[src/rtl/clk_div_sched_if.sv]
// Configuration, control and status bundle for the scheduled clock divider.
interface clk_div_sched_if #(
  parameter int CNT_W = 8
);
  logic             cfg_valid;
  logic [CNT_W-1:0] cfg_div;
  logic [7:0]       cfg_burst;
  logic             cfg_ready;
  logic             start;
  logic             stop;
  logic             out_clk;
  logic             tick;
  logic             busy;
  logic             done;

  modport master (
    output cfg_valid, cfg_div, cfg_burst, start, stop,
    input  cfg_ready, out_clk, tick, busy, done
  );

  modport slave (
    input  cfg_valid, cfg_div, cfg_burst, start, stop,
    output cfg_ready, out_clk, tick, busy, done
  );
endinterface

[src/rtl/clk_div_sched.sv]
// Programmable clock divider with burst count, graceful stop and a one-deep
// shadow register so settings only change on a period boundary.
module clk_div_sched #(
  parameter int CNT_W   = 8,
  parameter int DEF_DIV = 5
) (
  input  logic            clk,
  input  logic            rst,
  clk_div_sched_if.slave  bus
);

  typedef enum logic {IDLE, RUN} state_e;

  state_e           state_q, state_d;
  logic             out_clk_q, out_clk_d;
  logic             tick_q, tick_d;
  logic             done_q, done_d;
  logic             stop_pend_q, stop_pend_d;
  logic [CNT_W-1:0] hcnt_q, hcnt_d;
  logic [7:0]       pcnt_q, pcnt_d;
  logic [CNT_W-1:0] act_div_q, act_div_d;
  logic [7:0]       act_burst_q, act_burst_d;
  logic [CNT_W-1:0] sh_div_q, sh_div_d;
  logic [7:0]       sh_burst_q, sh_burst_d;
  logic             sh_full_q, sh_full_d;

  logic             accept;
  logic [CNT_W-1:0] cfg_div_n;
  logic             phase_end;
  logic             boundary;
  logic             burst_end;

  assign accept    = bus.cfg_valid && !sh_full_q;
  assign cfg_div_n = (bus.cfg_div == '0) ? CNT_W'(1) : bus.cfg_div;
  assign phase_end = (hcnt_q == act_div_q - CNT_W'(1));
  assign boundary  = (state_q == RUN) && !out_clk_q && phase_end;
  assign burst_end = (act_burst_q != 8'd0) && (pcnt_q == act_burst_q);

  always_comb begin
    state_d     = state_q;
    out_clk_d   = out_clk_q;
    tick_d      = 1'b0;
    done_d      = 1'b0;
    stop_pend_d = stop_pend_q;
    hcnt_d      = hcnt_q;
    pcnt_d      = pcnt_q;
    act_div_d   = act_div_q;
    act_burst_d = act_burst_q;
    sh_div_d    = sh_div_q;
    sh_burst_d  = sh_burst_q;
    sh_full_d   = sh_full_q;

    case (state_q)
      IDLE: begin
        if (accept) begin
          act_div_d   = cfg_div_n;
          act_burst_d = bus.cfg_burst;
        end
        if (bus.start) begin
          state_d     = RUN;
          out_clk_d   = 1'b1;
          tick_d      = 1'b1;
          hcnt_d      = '0;
          pcnt_d      = 8'd1;
          stop_pend_d = 1'b0;
        end
      end
      RUN: begin
        if (bus.stop) stop_pend_d = 1'b1;
        if (accept) begin
          sh_div_d   = cfg_div_n;
          sh_burst_d = bus.cfg_burst;
          sh_full_d  = 1'b1;
        end
        if (boundary) begin
          hcnt_d = '0;
          if (sh_full_q) begin
            act_div_d   = sh_div_q;
            act_burst_d = sh_burst_q;
            sh_full_d   = 1'b0;
          end
          if (burst_end || stop_pend_q) begin
            state_d     = IDLE;
            out_clk_d   = 1'b0;
            done_d      = burst_end;
            stop_pend_d = 1'b0;
            pcnt_d      = 8'd0;
            // A setting accepted on the way out would otherwise strand in the shadow.
            if (accept) begin
              act_div_d   = cfg_div_n;
              act_burst_d = bus.cfg_burst;
              sh_full_d   = 1'b0;
            end
          end else begin
            out_clk_d = 1'b1;
            tick_d    = 1'b1;
            pcnt_d    = (pcnt_q == 8'hff) ? pcnt_q : pcnt_q + 8'd1;
          end
        end else if (phase_end) begin
          out_clk_d = 1'b0;
          hcnt_d    = '0;
        end else begin
          hcnt_d = hcnt_q + CNT_W'(1);
        end
      end
      default: state_d = IDLE;
    endcase
  end

  always_ff @(posedge clk) begin
    if (rst) begin
      state_q     <= IDLE;
      out_clk_q   <= 1'b0;
      tick_q      <= 1'b0;
      done_q      <= 1'b0;
      stop_pend_q <= 1'b0;
      hcnt_q      <= '0;
      pcnt_q      <= 8'd0;
      act_div_q   <= CNT_W'(DEF_DIV);
      act_burst_q <= 8'd0;
      sh_div_q    <= '0;
      sh_burst_q  <= 8'd0;
      sh_full_q   <= 1'b0;
    end else begin
      state_q     <= state_d;
      out_clk_q   <= out_clk_d;
      tick_q      <= tick_d;
      done_q      <= done_d;
      stop_pend_q <= stop_pend_d;
      hcnt_q      <= hcnt_d;
      pcnt_q      <= pcnt_d;
      act_div_q   <= act_div_d;
      act_burst_q <= act_burst_d;
      sh_div_q    <= sh_div_d;
      sh_burst_q  <= sh_burst_d;
      sh_full_q   <= sh_full_d;
    end
  end

  assign bus.cfg_ready = !sh_full_q;
  assign bus.out_clk   = out_clk_q;
  assign bus.tick      = tick_q;
  assign bus.busy      = (state_q == RUN);
  assign bus.done      = done_q;

endmodule

[src/flat_wrapper.sv]
// flat-port wrapper written by rule: the top's interface ports become plain ports
module clk_div_sched_flat 
#(
  parameter int CNT_W   = 8,
  parameter int DEF_DIV = 5
)
  (clk, rst, bus_cfg_valid, bus_cfg_div, bus_cfg_burst, bus_start, bus_stop, bus_cfg_ready, bus_out_clk, bus_tick, bus_busy, bus_done);
  clk_div_sched_if #(.CNT_W(CNT_W)) bus_i ();
  input  logic clk;
  input  logic rst;
  input wire logic [$bits(bus_i.cfg_valid)-1:0] bus_cfg_valid;
  input wire logic [$bits(bus_i.cfg_div)-1:0] bus_cfg_div;
  input wire logic [$bits(bus_i.cfg_burst)-1:0] bus_cfg_burst;
  input wire logic [$bits(bus_i.start)-1:0] bus_start;
  input wire logic [$bits(bus_i.stop)-1:0] bus_stop;
  output wire logic [$bits(bus_i.cfg_ready)-1:0] bus_cfg_ready;
  output wire logic [$bits(bus_i.out_clk)-1:0] bus_out_clk;
  output wire logic [$bits(bus_i.tick)-1:0] bus_tick;
  output wire logic [$bits(bus_i.busy)-1:0] bus_busy;
  output wire logic [$bits(bus_i.done)-1:0] bus_done;
  assign bus_i.cfg_valid = bus_cfg_valid;
  assign bus_i.cfg_div = bus_cfg_div;
  assign bus_i.cfg_burst = bus_cfg_burst;
  assign bus_i.start = bus_start;
  assign bus_i.stop = bus_stop;
  assign bus_cfg_ready = bus_i.cfg_ready;
  assign bus_out_clk = bus_i.out_clk;
  assign bus_tick = bus_i.tick;
  assign bus_busy = bus_i.busy;
  assign bus_done = bus_i.done;
  clk_div_sched #(.CNT_W(CNT_W), .DEF_DIV(DEF_DIV)) u_core (.clk(clk), .rst(rst), .bus(bus_i));
endmodule
[config.mk]
export PLATFORM = sky130hd
export DESIGN_NAME = clk_div_sched_flat
export DESIGN_NICKNAME = d
export VERILOG_FILES = /design/src/rtl/clk_div_sched_if.sv /design/src/rtl/clk_div_sched.sv /design/src/flat_wrapper.sv
export SDC_FILE = /design/constraint.sdc
export NUM_CORES = 1
export LEC_CHECK = 0
export CAP_MARGIN = 20
export CORE_MARGIN = 10
export CORE_UTILIZATION = 55
export CTS_BUF_LIST = sky130_fd_sc_hd__clkbuf_8
export DETAILED_ROUTE_END_ITERATION = 10
export PLACE_DENSITY_LB_ADDON = 0.25
export SKIP_LAST_GASP = 1
export SYNTH_ARGS = -nofsm -noshare
export SYNTH_HDL_FRONTEND = slang
export SYNTH_SLANG_ARGS = --single-unit
[constraint.sdc]
create_clock -name clk -period 3.2 [get_ports clk]
set_input_delay 0.8 -clock clk [delete_from_list [all_inputs] [get_ports clk]]
set_output_delay 0.8 -clock clk [all_outputs]
set_load 0.01 [all_outputs]
# Yosys cells after proc, flatten, opt, wreduce, memory -nomap -nowiden
# Cells that the tools add are included.
dict set report classes {
  add_sub_neg 3
  eq_ne 8
  muxes 42
  n_bitwise 3
  reduce_logical 14
}
# op n
set op_table {}
lappend op_table {{2-to-1 mux 8 bit} 18}
lappend op_table {{one-hot mux 8 bit (2 select lines)} 4}
lappend op_table {{adder 8 x 1 -> 8 bit, second input constant} 2}
lappend op_table {{equality test 8 bit} 2}
lappend op_table {{2-to-1 mux 1 bit} 16}
lappend op_table {{equality test 8 bit, second input constant} 1}
lappend op_table {{zero test 8 bit} 1}
lappend op_table {{one-hot mux 1 bit (2 select lines)} 4}
lappend op_table {{nonzero test 8 bit} 1}
lappend op_table {{subtractor 8 x 1 -> 8 bit, second input constant} 1}
lappend op_table {{!= test 3 bit, second input constant} 2}
lappend op_table {{AND reduction 2 bit} 3}
lappend op_table {{logical AND 1 bit} 4}
lappend op_table {{!= test 2 bit, second input constant} 2}
lappend op_table {{OR reduction 4 bit} 1}
lappend op_table {{inverter 1 bit} 3}
lappend op_table {{AND reduction 3 bit} 1}
lappend op_table {{zero test 1 bit} 2}
lappend op_table {{!= test 2 x 1 -> 1 bit, second input constant} 1}
lappend op_table {{logical OR 1 bit} 1}
dict set report totals {
  ff_bits 54
  input_bits 21
  out_inout_bits 5
  word_cells 82
}

# Longest topological paths before layout
# Gate-level depths: netlist of run 1.
dict set report depth {
  ltp_word 7
  ltp_mapped 10
  ltp_nobuf 9
}

# Least setup slack after synthesis of run 1
# OpenSTA, ideal clock, no wires.
dict set report synth_timing {
  kind {flip-flop to flip-flop}
  start {reg u_core.act_div_q[0]}
  end {reg u_core.act_div_q[0]}
  setup_time_ns 0.130
  arrival_time_ns 2.204
  required_ns 3.070
  slack_ns 0.866
  stages_incl_launch_ff 10
  path_buffers 1
  period_less_slack_ns 2.334
  cell_sequence {dfxtp_1 > inv_1 > ha_1 > xor2_1 > o31a_1 > nor3_4 > nand3_4 > o21ai_1 > buf_4 > a32oi_1}
}
dict set report synth_between {
  elab_chain_cells 5
  word_cells_on_any_way 10
  classes_between {1 x add/sub; 2 x eq/ne; 5 x mux; 2 x reduce/logical}
}
# item line_no
set synth_rtl {}
lappend synth_rtl {{start, declared} clk_div_sched.sv:21} ;# logic [CNT_W-1:0] act_div_q, act_div_d;
lappend synth_rtl {{start signal, assigned} clk_div_sched.sv:119} ;# act_div_q <= CNT_W'(DEF_DIV);
lappend synth_rtl {{start signal, assigned} clk_div_sched.sv:132} ;# act_div_q <= act_div_d;
lappend synth_rtl {{subtractor 8 x 1 -> 8 bit or 2-to-1 mux 8 bit (tied branches)} {clk_div_sched.sv:35, clk_div_sched.sv:77}}
lappend synth_rtl {{equality test 8 bit or 2-to-1 mux 8 bit (tied branches)} {clk_div_sched.sv:35, clk_div_sched.sv:89}}
lappend synth_rtl {{logical AND 1 bit or 2-to-1 mux 8 bit (tied branches)} {clk_div_sched.sv:36, clk_div_sched.sv:82}}
lappend synth_rtl {{!= test 2 bit (no line) or 2-to-1 mux 8 bit (tied branches)} n/a}
lappend synth_rtl {{AND reduction 2 bit (no line) or one-hot mux 8 bit (2 select lines) (tied branches)} n/a}
# Parallel ways exist; a longest one is shown, timed or not. The select of a mux whose other input is x is not followed.
# A chain may end at the register's enable or synchronous reset.

# Worst setup path after layout of run 1
dict set report layout_timing {
  start {reg u_core.act_div_q[0]}
  end {reg u_core.act_burst_q[3]}
}
dict set report layout_between {
  elab_chain_cells 5
}
# item line_no
set layout_rtl {}
lappend layout_rtl {{subtractor 8 x 1 -> 8 bit} clk_div_sched.sv:35} ;# assign phase_end = (hcnt_q == act_div_q - CNT_W'(1));
lappend layout_rtl {{equality test 8 bit} clk_div_sched.sv:35}
lappend layout_rtl {{logical AND 1 bit} clk_div_sched.sv:36} ;# assign boundary = (state_q == RUN) && !out_clk_q && phase_end;
lappend layout_rtl {{!= test 2 bit (no line)} n/a}
lappend layout_rtl {{AND reduction 2 bit (no line)} n/a}
lappend layout_rtl {{end signal, assigned} clk_div_sched.sv:133} ;# act_burst_q <= act_burst_d;
lappend layout_rtl {{end, declared} clk_div_sched.sv:22} ;# logic [7:0] act_burst_q, act_burst_d;
# Every way passes these cells.

==> results.md, run 1 <==
- Core ar.: 4817 um^2
- Final #Nets: 380
- Overflow after GRT: 0
- Remaining DRCs: 0
- Clock Path Buffers: 2
- Cells after Synth: 334
- Num CTS Buffers: 5
- Hold EP: u_core.sh_burst_q[6]$_SDFFE_PP0P_
- Rows: 25
- Setup crit start kind: flip-flop
- Worst setup path category: reg2reg
- EDFF count, synth: 0
- # setup viols final: 0
- Tot GR Track Use: 15.33%
- Crit Reg-Reg Endpoint: u_core.act_burst_q[3]$_SDFFE_PP0P_
- First-pass GRT wire length: 10,880 um
- Fin crit share: 82.11%
- Worst-Skew Late Latency: 0.31 ns
- Diode count: 0
- Layout cell share with drive strength beyond 1: 8.683%
- Post-Syn Area: 2773 um^2
- Hpwl dp: 4463 um
- Worst-case clock skew: 0.005365 ns
- GPL Wtd Cong: 0.8500
- DR vias: 2,477
- Synth Flop Type: dfxtp_1
- Register area share after synthesis: 38.99%
- Average size of a mapped cell: 8.301 um^2
- Vias in the first global route: 2,294
- WP data required: 3.40 ns
- Vias per cell: 5.842
- Cts hold-fix bufs: 0
- CP endpoint kind: flip-flop
- Critical R2R Launch: u_core.act_div_q[0]$_SDFFE_PP1P_
- Worst Hold Path Cells: 2
- Final Hold Fails: 0
- R2R setup slack: 0.57 ns
- Post-CTS setup buffer count: 0
- Relative slew slack: 56.06%
- Largest net degree at the start of global routing: 42
- Routed WL per cell: 14.89 um
- Dominant cell type by area after synthesis: dfxtp_1
- Final WL: 6314 um
- WP data arrival: 2.83 ns
- Pre-antenna DRT Iters: 4
- Initial core utilization: 57.56%
- Post-synthesis register bit count: 54
- Distinct cells, synth: 53
- Syn. warnings: 0
- Post-Syn Nets: 358
- Async S/R FF share, synth: 0%
- Boundary Pins: 26
- Antenna-violating nets left: 0
- Resized cells post-CTS: 0
- Reg clk slew, reported paths: 0.09 ns
- Die area: 8281 um^2
- Unrepaired setup endpoints after global routing: no
- DR iter-0 viols: 136
- Die Width: 91 um
- Initial antenna violation count: 0
- Peak Freq: 380.6 MHz
- Worst IR Drop VDD: 0.2775 mV
- Static Leak: 1.139 nW
- Area contributors post-synth: dfxtp_1 (39%), nand2_1 (7.3%), a21oi_1 (5.1%)
- CTS tree: yes
- Pwr dens: 436.8 nW/um^2
- CP max FO: 16
- Num Clock Sinks: 54
- Final Critical Period: 2.627 ns
- Final TNS setup: 0 ns
- Status: complete, no violations
- Synthesis-to-finish area growth: 14.31%
- Worst-Margin Slew: 0.6591 ns
- Worst hold path startpoint: u_core.sh_burst_q[6]$_SDFFE_PP0P_
- Top cell type's share of synthesized area: 38.99%
- Maxcap violations: 0
- H-tree levels: 2
- Inst Count DP: 416
- Reg2reg path depth: 8
- Die Height: 91 um
- Fin. max-slew vios: 0
- Finished Layout Cells: 424
- Type of the tightest min-delay check: reg2reg
- Clock root buffer: clkbuf_8
- Number of port buffers: 25
worst max path at each step:
stage                                           startpoint                                  to  slack [ns]
after global placement    u_core.act_div_q[0]$_SDFFE_PP1P_       u_core.pcnt_q[0]$_SDFFE_PP0P_        0.68
after CTS                 u_core.act_div_q[0]$_SDFFE_PP1P_  u_core.act_burst_q[3]$_SDFFE_PP0P_        0.55
final                     u_core.act_div_q[0]$_SDFFE_PP1P_  u_core.act_burst_q[3]$_SDFFE_PP0P_        0.57
after global routing      u_core.act_div_q[0]$_SDFFE_PP1P_  u_core.act_burst_q[3]$_SDFFE_PP0P_        0.37
after detailed placement  u_core.act_div_q[0]$_SDFFE_PP1P_    u_core.act_div_q[7]$_SDFFE_PP0P_        0.63
after floorplan           u_core.act_div_q[0]$_SDFFE_PP1P_    u_core.act_div_q[0]$_SDFFE_PP1P_        0.87
registers in the layout, indices dropped and copies added, names as in the netlist, 8 cells and up:
signal / cells
u_core.pcnt_q: 8
u_core.act_burst_q: 8
u_core.sh_div_q: 8
u_core.sh_burst_q: 8
u_core.hcnt_q: 8
u_core.act_div_q: 8
layout by cell type, fill, tap and decap left out, types with 2 or more instances in the layout:
master            n
dfxtp_1          54
o211ai_1          2
a31oi_1           8
nand3_1          19
clkdlybuf4s50_1  25
a32oi_1           2
nor2_1           16
nor4b_1           2
clkbuf_8          6
buf_4             5
and2_1            4
a21oi_1          28
o21ai_0           8
a221oi_2          8
xnor2_1          10
nor3_1            8
nand4_1           2
xor2_1           11
a221oi_1          6
ha_1              3
inv_1            19
o22ai_1          16
o21ai_1           2
nor3b_1           6
nand2_1          54
nor4_1            3
nor2b_1           2
nand3b_1          2
metrics by stage:
stage | total power [mW] | util (%) | cell area (um^2) | hold slack (ns) | worst slack [ns]
finish | 1.384 | 65.79 | 3169 | 0.4617 | 0.5725
detailed placement | 1.001 | 63.82 | 3074 | 0.4473 | 0.6325
CTS | 1.389 | 65.79 | 3169 | 0.4616 | 0.5539
floorplan | 0.9208 | - | 2773 | 0.4364 | 0.8659
global route | 1.456 | 65.79 | 3169 | 0.4742 | 0.3654
global placement | 0.9958 | 63.82 | 3074 | 0.4417 | 0.6810
area by class of cell:
type,instances,area (um^2)
fill,431,1648
multi-input combinational,246,1550
sequential,54,1081
timing repair buffer,30,287.8
tap,67,83.83
clock buffer,6,82.58
inverter,19,71.32
clock inverter,2,12.51
logic make-up after synthesis:
kind of cell,synth area share [%]
simple gates,23.24
compound gates,24.68
flops,38.99
buf+inv,5.099
xor+xnor,6.633
fa+ha+maj,1.354
layer usage:
layer | global-route usage (%) | share of wire, % | vias up
met5 | 0 | 0 | -
met4 | 5.744 | 1.5 | 0
met3 | 4.280 | 5.7 | 13
met2 | 22.37 | 44 | 69
met1 | 20.92 | 48 | 1137
li1 | - | - | 1258
Yosys cell counts, types with 3 or more instances:
library cell / n
dfxtp_1: 54
nand3_1: 19
clkbuf_1: 11
a221oi_2: 8
inv_1: 19
o22ai_1: 16
and2_1: 4
nor4_1: 3
ha_1: 3
nor3b_1: 6
a31oi_1: 8
a221oi_1: 6
a21oi_1: 28
xnor2_1: 10
o21ai_0: 8
nor3_1: 8
nand2_1: 54
nor2_1: 16
xor2_1: 11
worst max-delay path, cell delays in order, from the launching register on:
cell and delay [ns]:
dfxtp_1 0.42, inv_1 0.07, ha_1 0.27, xor2_1 0.18, o31a_1 0.32, nor3_4 0.36
nand3_4 0.17, o22a_4 0.35, a221oi_1 0.37
where the power goes:
| group | internal, mW | switching (mW) |
|---|---|---|
| registers | 0.707 | 0.0325 |
| clock network | 0.174 | 0.221 |
| logic | 0.109 | 0.141 |
No activity file was read; power rests on OpenSTA's default activity.
==> run 2: changes to the inputs <==
- CORE_UTILIZATION: 55 -> 53
- clock period: 3.2 -> 2.24 ns (I/O delays scaled with it)
==> run 2 against run 1 <==
Effect of this change: first-iteration DRC count down 8.8%; die area up 2.9%; cell count up 6.8%; sequential share of layout area down 3.4 points; design area up 11%; largest cell class unchanged; the run now ends with negative setup slack left; clock power up 50%; register-to-register slack worse by 0.62 ns; sequential cell count unchanged; global-route usage up 0.48 points; count of clock-buffer cells in the layout unchanged; critical path type unchanged; wire length up 15%; non-clock buffer count up 25; largest power group unchanged.
==> results.md, run 2 (synthesis gave the netlist of run 1 again) <==
- Hpwl dp: 4871 um
- Final Hold Fails: 0
- Core ar.: 5075 um^2
- Worst IR Drop VDD: 0.4703 mV
- Rows: 26
- Final Cell Area: 3533 um^2
- Final WL: 7248 um
- Cts hold-fix bufs: 0
- Failing checks: negative setup slack
- Worst setup path category: reg2reg
- Final #Nets: 406
- Num CTS Buffers: 5
- Worst Slack Setup Final: -0.05151 ns
- Top delay family on crit path: simple AND/OR/NAND/NOR gates
- Peak Freq: 436.4 MHz
- DR iter-0 viols: 124
- Slowest CP cell: or4_1
- CTS tree: yes
- Initial antenna violation count: 0
- Setup crit start kind: flip-flop
- CP endpoint kind: flip-flop
- Unrepaired setup endpoints after global routing: yes
- Largest net degree at the start of global routing: 33
- Diode count: 0
- GPL Wtd Cong: 0.8335
- Remaining DRCs: 0
- WP data arrival: 2.53 ns
- Die Height: 92.33 um
- Commonest non-fill, non-tap cell in the layout: nand2_1
- # setup viols final: 12
- Clock Path Buffers: 2
- Overflow after GRT: 0
- WP data required: 2.48 ns
- Boundary Pins: 26
- Most frequent cells in the layout: nand2_1 (54), dfxtp_1 (52), a21oi_1 (28), buf_4 (27), clkdlybuf4s50_1 (25)
- Worst-Skew Late Latency: 0.32 ns
- Final TNS setup: -0.2498 ns
- Static Leak: 1.286 nW
- DR vias: 2,661
- Crit path buf inv count: 2
- Number of port buffers: 25
- Reg clk slew, reported paths: 0.10 ns
- Worst-case clock skew: 0.009395 ns
- Pre-antenna DRT Iters: 5
- Maxcap violations: 0
- Initial core utilization: 54.64%
- Tot GR Track Use: 15.81%
- Fin. max-slew vios: 0
- Fin crit share: 102.3%
- Post-DP Area: 3247 um^2
- Die area: 8525 um^2
- Status: complete, but fails checks
- Final Critical Period: 2.292 ns
- Type of the tightest min-delay check: reg2reg
- Synthesis-to-finish area growth: 27.44%
- Slowest cell delay on critical path: 0.45 ns
- H-tree levels: 2
- Vias per cell: 5.874
- Layout cell share with drive strength beyond 1: 20.63%
- Antenna-violating nets left: 0
- Clock root buffer: clkbuf_8
- Relative slew slack: 59.83%
- Vias in the first global route: 2,530
- Num Clock Sinks: 54
- Die Width: 92.33 um
- First-pass GRT wire length: 11,450 um
- Routed WL per cell: 16.00 um
- Worst-Margin Slew: 0.6011 ns
- CP max FO: 6
- Min Hold Slack: 0.4604 ns
- Pwr dens: 594.3 nW/um^2
- Cell Chain, Critical Path: inv_2, ha_4, buf_4, nor4b_2, o31ai_2, a22oi_4, nand3_4, or4_1, a31oi_1
[run 2: path summary, 6_finish.rpt]
kind | slack (ns) | cells after the start | to | from
max | -0.05 | 9 | u_core.pcnt_q[0]$_SDFFE_PP0P_ | u_core.act_div_q[0]$_SDFFE_PP1P_
min | 0.46 | 2 | u_core.sh_div_q[7]$_SDFFE_PP0P_ | u_core.sh_div_q[7]$_SDFFE_PP0P_
max reg2reg | -0.05 | 9 | u_core.pcnt_q[0]$_SDFFE_PP0P_ | u_core.act_div_q[0]$_SDFFE_PP1P_
min reg2reg | 0.46 | 2 | u_core.sh_div_q[7]$_SDFFE_PP0P_ | u_core.sh_div_q[7]$_SDFFE_PP0P_
[run 2: final cells by class]
cell class	count	area [um^2]
clock inverters	2	17.52
inverters	19	71.32
multi-input cells	247	1690
flip-flops and latches	54	1084
repair buffers	55	500.5
fillers	430	1541
well taps	70	87.58
clock buffers	6	82.58
[run 2: worst register-to-register path: stages, from the launching register on]
cell and delay [ns]:
dfxtp_2 0.37, inv_2 0.05, ha_4 0.17, buf_4 0.14
nor4b_2 0.33, o31ai_2 0.14, a22oi_4 0.21, nand3_4 0.16
or4_1 0.45, a31oi_1 0.19
[run 2: timing repair]
| action | CTS | global route |
|---|---|---|
| endpoints found under the setup margin | 18 | 29 |
| endpoints found under the hold margin | 0 | 0 |
| pin swaps | 4 | 23 |
| resized for setup | 2 | 29 |
| gates cloned | 0 | 2 |
| setup buffers | 2 | 2 |
[run 2: where the power goes]
part	internal, mW	total (mW)	switching [mW]
combinational	0.209	0.453	0.245
sequential	1.01	1.05	0.0426
clock	0.255	0.594	0.338
[run 2: through the flow]
| step | setup slack [ns] | std cells | utilization (%) | power [mW] |
|---|---|---|---|---|
| after floorplan | -0.002485 | 334 | - | 1.316 |
| after global placement | 0.05634 | 439 | 63.98 | 1.462 |
| after detailed placement | -0.05873 | 439 | 63.98 | 1.471 |
| after CTS | -0.003904 | 449 | 66.49 | 2.059 |
| after global routing | -0.2164 | 453 | 69.63 | 2.189 |
| final | -0.05151 | 453 | 69.63 | 2.100 |
[run 2: metal layers]
| metal | up-vias | wire, um | track usage (%) |
|---|---|---|---|
| li1 | 1309 | - | - |
| met1 | 1244 | 3385 | 19.85 |
| met2 | 97 | 3408 | 26.06 |
| met3 | 11 | 350 | 3.551 |
| met4 | 0 | 104 | 5.527 |
| met5 | - | 0 | 0 |
==> patch 1, RTL diff (settings of run 1) <==
`CNT_W` is set to 8 in 3 places; all go to 12.
--- a/src/rtl/clk_div_sched_if.sv
+++ b/src/rtl/clk_div_sched_if.sv
@@ -1,6 +1,6 @@
 // Configuration, control and status bundle for the scheduled clock divider.
 interface clk_div_sched_if #(
-  parameter int CNT_W = 8
+  parameter int CNT_W = 12
 );
   logic             cfg_valid;
   logic [CNT_W-1:0] cfg_div;
--- a/src/rtl/clk_div_sched.sv
+++ b/src/rtl/clk_div_sched.sv
@@ -1,7 +1,7 @@
 // Programmable clock divider with burst count, graceful stop and a one-deep
 // shadow register so settings only change on a period boundary.
 module clk_div_sched #(
-  parameter int CNT_W   = 8,
+  parameter int CNT_W   = 12,
   parameter int DEF_DIV = 5
 ) (
   input  logic            clk,
--- a/src/flat_wrapper.sv
+++ b/src/flat_wrapper.sv
@@ -1,7 +1,7 @@
 // flat-port wrapper written by rule: the top's interface ports become plain ports
 module clk_div_sched_flat 
 #(
-  parameter int CNT_W   = 8,
+  parameter int CNT_W   = 12,
   parameter int DEF_DIV = 5
 )
   (clk, rst, bus_cfg_valid, bus_cfg_div, bus_cfg_burst, bus_start, bus_stop, bus_cfg_ready, bus_out_clk, bus_tick, bus_busy, bus_done);
Interface: changed (resized bus_cfg_div); port bits go from 26 to 30. The function was not compared with the original's and may differ.
==> patch 1 against run 1 <==
Global-route usage up 1.8 points; setup slack worse by 320 ps; worst hold slack worse by 5.4 ps; routed wire length up 35%; first-iteration DRC count up 54%; critical path depth up 1; sequential cell count up 12; area after synthesis up 26%; clock skew up 8.3 ps; design area up 29%; total power up 55%; die area up 20%; non-clock buffer count up 6.
==> patch 1: results (changes against run 1) <==
Power
  • Switching power summed over all nets: 0.572 mW (+45%)
  • Internal power summed over all cells: 1.58 mW (+59%)
  • Leakage power figure: 1.59 nW (+39%)

Yosys
  • Share of synthesized cell area in full adder, half adder and majority cells: 1.07% (-0.28 points)
  • Synthesized instance count: 452 (+35%)
  • Syn Nets: 480 (+34%)
  • Sequential cell area fraction in the yosys report: 37.8% (-1.2 points)
  • Number of distinct library cell variants in the gate-level netlist after synthesis: 49 (-7.5%)
  • Post-synth top cells: sky130_fd_sc_hd__nand2_1, sky130_fd_sc_hd__dfxtp_1, sky130_fd_sc_hd__nor2_1

Worst setup path
  • Worst reg2reg setup slack: 250 ps (-320 ps)
  • Critical-path cell with the highest stage delay: sky130_fd_sc_hd__or4_1
  • Crit Path Max Fanout: 11 (-5)
  • Max incr delay on CP: 610 ps (+190 ps)

Layout
  • Clock tree buffer count of the final layout: 10 (+4)
  • Non-clock inverter instance count of the final layout: 9 (-10)
  • Layout cells sized above 1: 7.74% (-0.94 points)
  • Fraction of standard cell area in multi-input logic: 50.1% (+1.1 points)
  • Net count, final: 501 (+32%)
  • Sequential Area: 1320 um2 (+22%)

Clocking
  • Maximum level of the CTS H-tree: 3 (+1)
  • Clk Latency, worst-skew pair: 350 ps (+40 ps)

Global route
  • Aggregate global-route resource usage: 17.1% (+1.8 points)
  • Pin count of the biggest net entering global routing: 43 (+2.4%)

Place
  • Dpl cells: 537 (+29%)

Min path
  • Hold_sp: u_core.sh_burst_q[2]$_SDFFE_PP0P_

Drt
  • Mean routed wirelength per cell: 15.4 um (+3.2%)
  • Drt first-iter violations: 209 (+54%)

STA
  • Worst Hold Margin: 456 ps (-5.43 ps)

Outcome
  • Run status: finished, final reports clean
[patch 1: changes by cell type in the layout (fill, tap and decap cells not counted), sizes merged, moves of 12 or more]
cell / change
a2bb2oi: +20
nor2: +45
o22ai: -15
a221oi: -14
nand2: +16
dfxtp: +12
[patch 1: worst reg2reg max path, delay by kind of cell, from the launching register on]
kind	cells	cell delay, ps
and+or+nand+nor	4	1440
AOI/OAI and AO/OA	2	660
buffers and inverters	1	70
adders and majority gates	1	210
DFF	1	350
muxes	1	150
[patch 1: per-layer routing]
metal  wire [um]  vias up  share of wire, %  GRT usage (%)
met5           0        -                 0              0
met4         146        0               1.7           8.49
met3         323       15               3.8           3.11
met2        4300       75                51           29.4
met1        3730     1529                44           19.8
li1            -     1631                 -              -
[patch 1: per-stage QoR]
step / worst slack (ps) / area [um2] / utilization (%)
floorplan: 665 / 3490 / -
global placement: 413 / 3830 / 63.5
detailed placement: 292 / 3830 / 63.5
CTS: 275 / 4080 / 67.7
global route: 83.6 / 4080 / 67.7
finish: 250 / 4080 / 67.7
==> patch 2, RTL diff (settings of run 1) <==
Made on the original files. Take the reset off `sh_div_q` and load it in a clocked block of its own.
--- a/src/rtl/clk_div_sched.sv
+++ b/src/rtl/clk_div_sched.sv
@@ -118,7 +118,6 @@
       pcnt_q      <= 8'd0;
       act_div_q   <= CNT_W'(DEF_DIV);
       act_burst_q <= 8'd0;
-      sh_div_q    <= '0;
       sh_burst_q  <= 8'd0;
       sh_full_q   <= 1'b0;
     end else begin
@@ -131,10 +130,13 @@
       pcnt_q      <= pcnt_d;
       act_div_q   <= act_div_d;
       act_burst_q <= act_burst_d;
-      sh_div_q    <= sh_div_d;
       sh_burst_q  <= sh_burst_d;
       sh_full_q   <= sh_full_d;
     end
+  end
+
+  always_ff @(posedge clk) begin
+    sh_div_q <= sh_div_d;
   end
 
   assign bus.cfg_ready = !sh_full_q;
Check against the original RTL: same outputs for any inputs over 10 cycles, from zero or initial values and one cycle with rst high; that may be too few to reach the edited logic, so the function may still have changed.
==> patch 2 against run 1 <==
Total power increased by 7.9%; sequential share of layout area rose by 2.5 points; design area grew 0.16%; area after synthesis grew 0.23%; maximum frequency decreased by 5.3%; combinational power increased by 17%; sequential cell count unchanged; worst hold slack barely moved; routed wire length decreased by 5.2%; setup slack worse by 150 ps; largest cell class unchanged.
==> patch 2: results (changes against run 1) <==
STA
  • Least-Margin Pin Slew: 748 ps (+88.7 ps)
  • Skew final: 5.14 ps (-0.229 ps)
  • Worst Hold Margin: 461 ps (-0.285 ps)

Drt
  • Drt first-iter violations: 176 (+29%)
  • Met2 routed wirelength: 2.57 mm (-8.4%)
  • Overall routed net length: 5.98 mm (-5.2%)
  • Vias post-DR: 2326 (-6.1%)
  • Routed length on met3: 296 um (-18%)
  • DRT Pass-1 Iters: 5 (+1)

Worst setup path
  • Kind of cell adding the most delay to the critical path: simple AND/OR/NAND/NOR gates
  • Max incr delay on CP: 550 ps (+130 ps)
  • Worst reg2reg setup slack: 430 ps (-150 ps)

Yosys
  • XOR/XNOR share of the synthesized area: 6.30% (-0.33 points)
  • Sequential cell area fraction in the yosys report: 41.8% (+2.8 points)
  • Synth top area cells: sky130_fd_sc_hd__dfxtp_1, sky130_fd_sc_hd__edfxtp_1, sky130_fd_sc_hd__a2bb2oi_2

Global route
  • Met2 GRT Util: 21.2% (-1.1 points)
  • Aggregate global-route resource usage: 14.4% (-0.92 points)
  • Pin count of the biggest net entering global routing: 20 (-52%)
  • Number of global-route vias before repair: 2125 (-7.4%)

Power
  • Combinational gate power: 0.293 mW (+17%)
  • IR drop worst, VDD: 248 uV (-11%)
  • Switching power share of the total: 29.0% (+0.51 points)

Outcome
  • Run status: finished, final reports clean

Layout
  • Filler instances: 404 (-6.3%)

Place
  • Half-perimeter wire length of the detailed placement result: 4.36 mm (-2.4%)
  • Weighted congestion at the end of routability-driven global placement: 0.846 (-0.53%)
patch 2: cell count changes after synthesis, sizes merged, moves of 5 or more:
cell and delta:
nand2 -20, o22ai -16, a2bb2oi +14, o221ai +14, a221oi -13, inv -11
nand3 -9, dfxtp -8, edfxtp +8, nor2 -7, nor3b -5, o21ai -5
patch 2: stage by stage:
stage	cell area [um2]	total power [mW]	setup WS, ps	cells
after CTS	3170	1.50	415	385
after detailed placement	3070	1.09	400	377
after floorplan	2780	1.01	863	298
after global routing	3170	1.57	245	386
after global placement	3070	1.08	428	377
final	3170	1.49	426	386
patch 2: area by class of cell:
| cell class | instances | share of cell area, % |
|---|---|---|
| well taps | 67 | 2.64 |
| flip-flops and latches | 54 | 36.6 |
| clock buffers | 6 | 2.60 |
| inverters | 10 | 1.18 |
| multi-input cells | 216 | 47.2 |
| repair buffers | 31 | 9.30 |
| clock inverters | 2 | 0.512 |
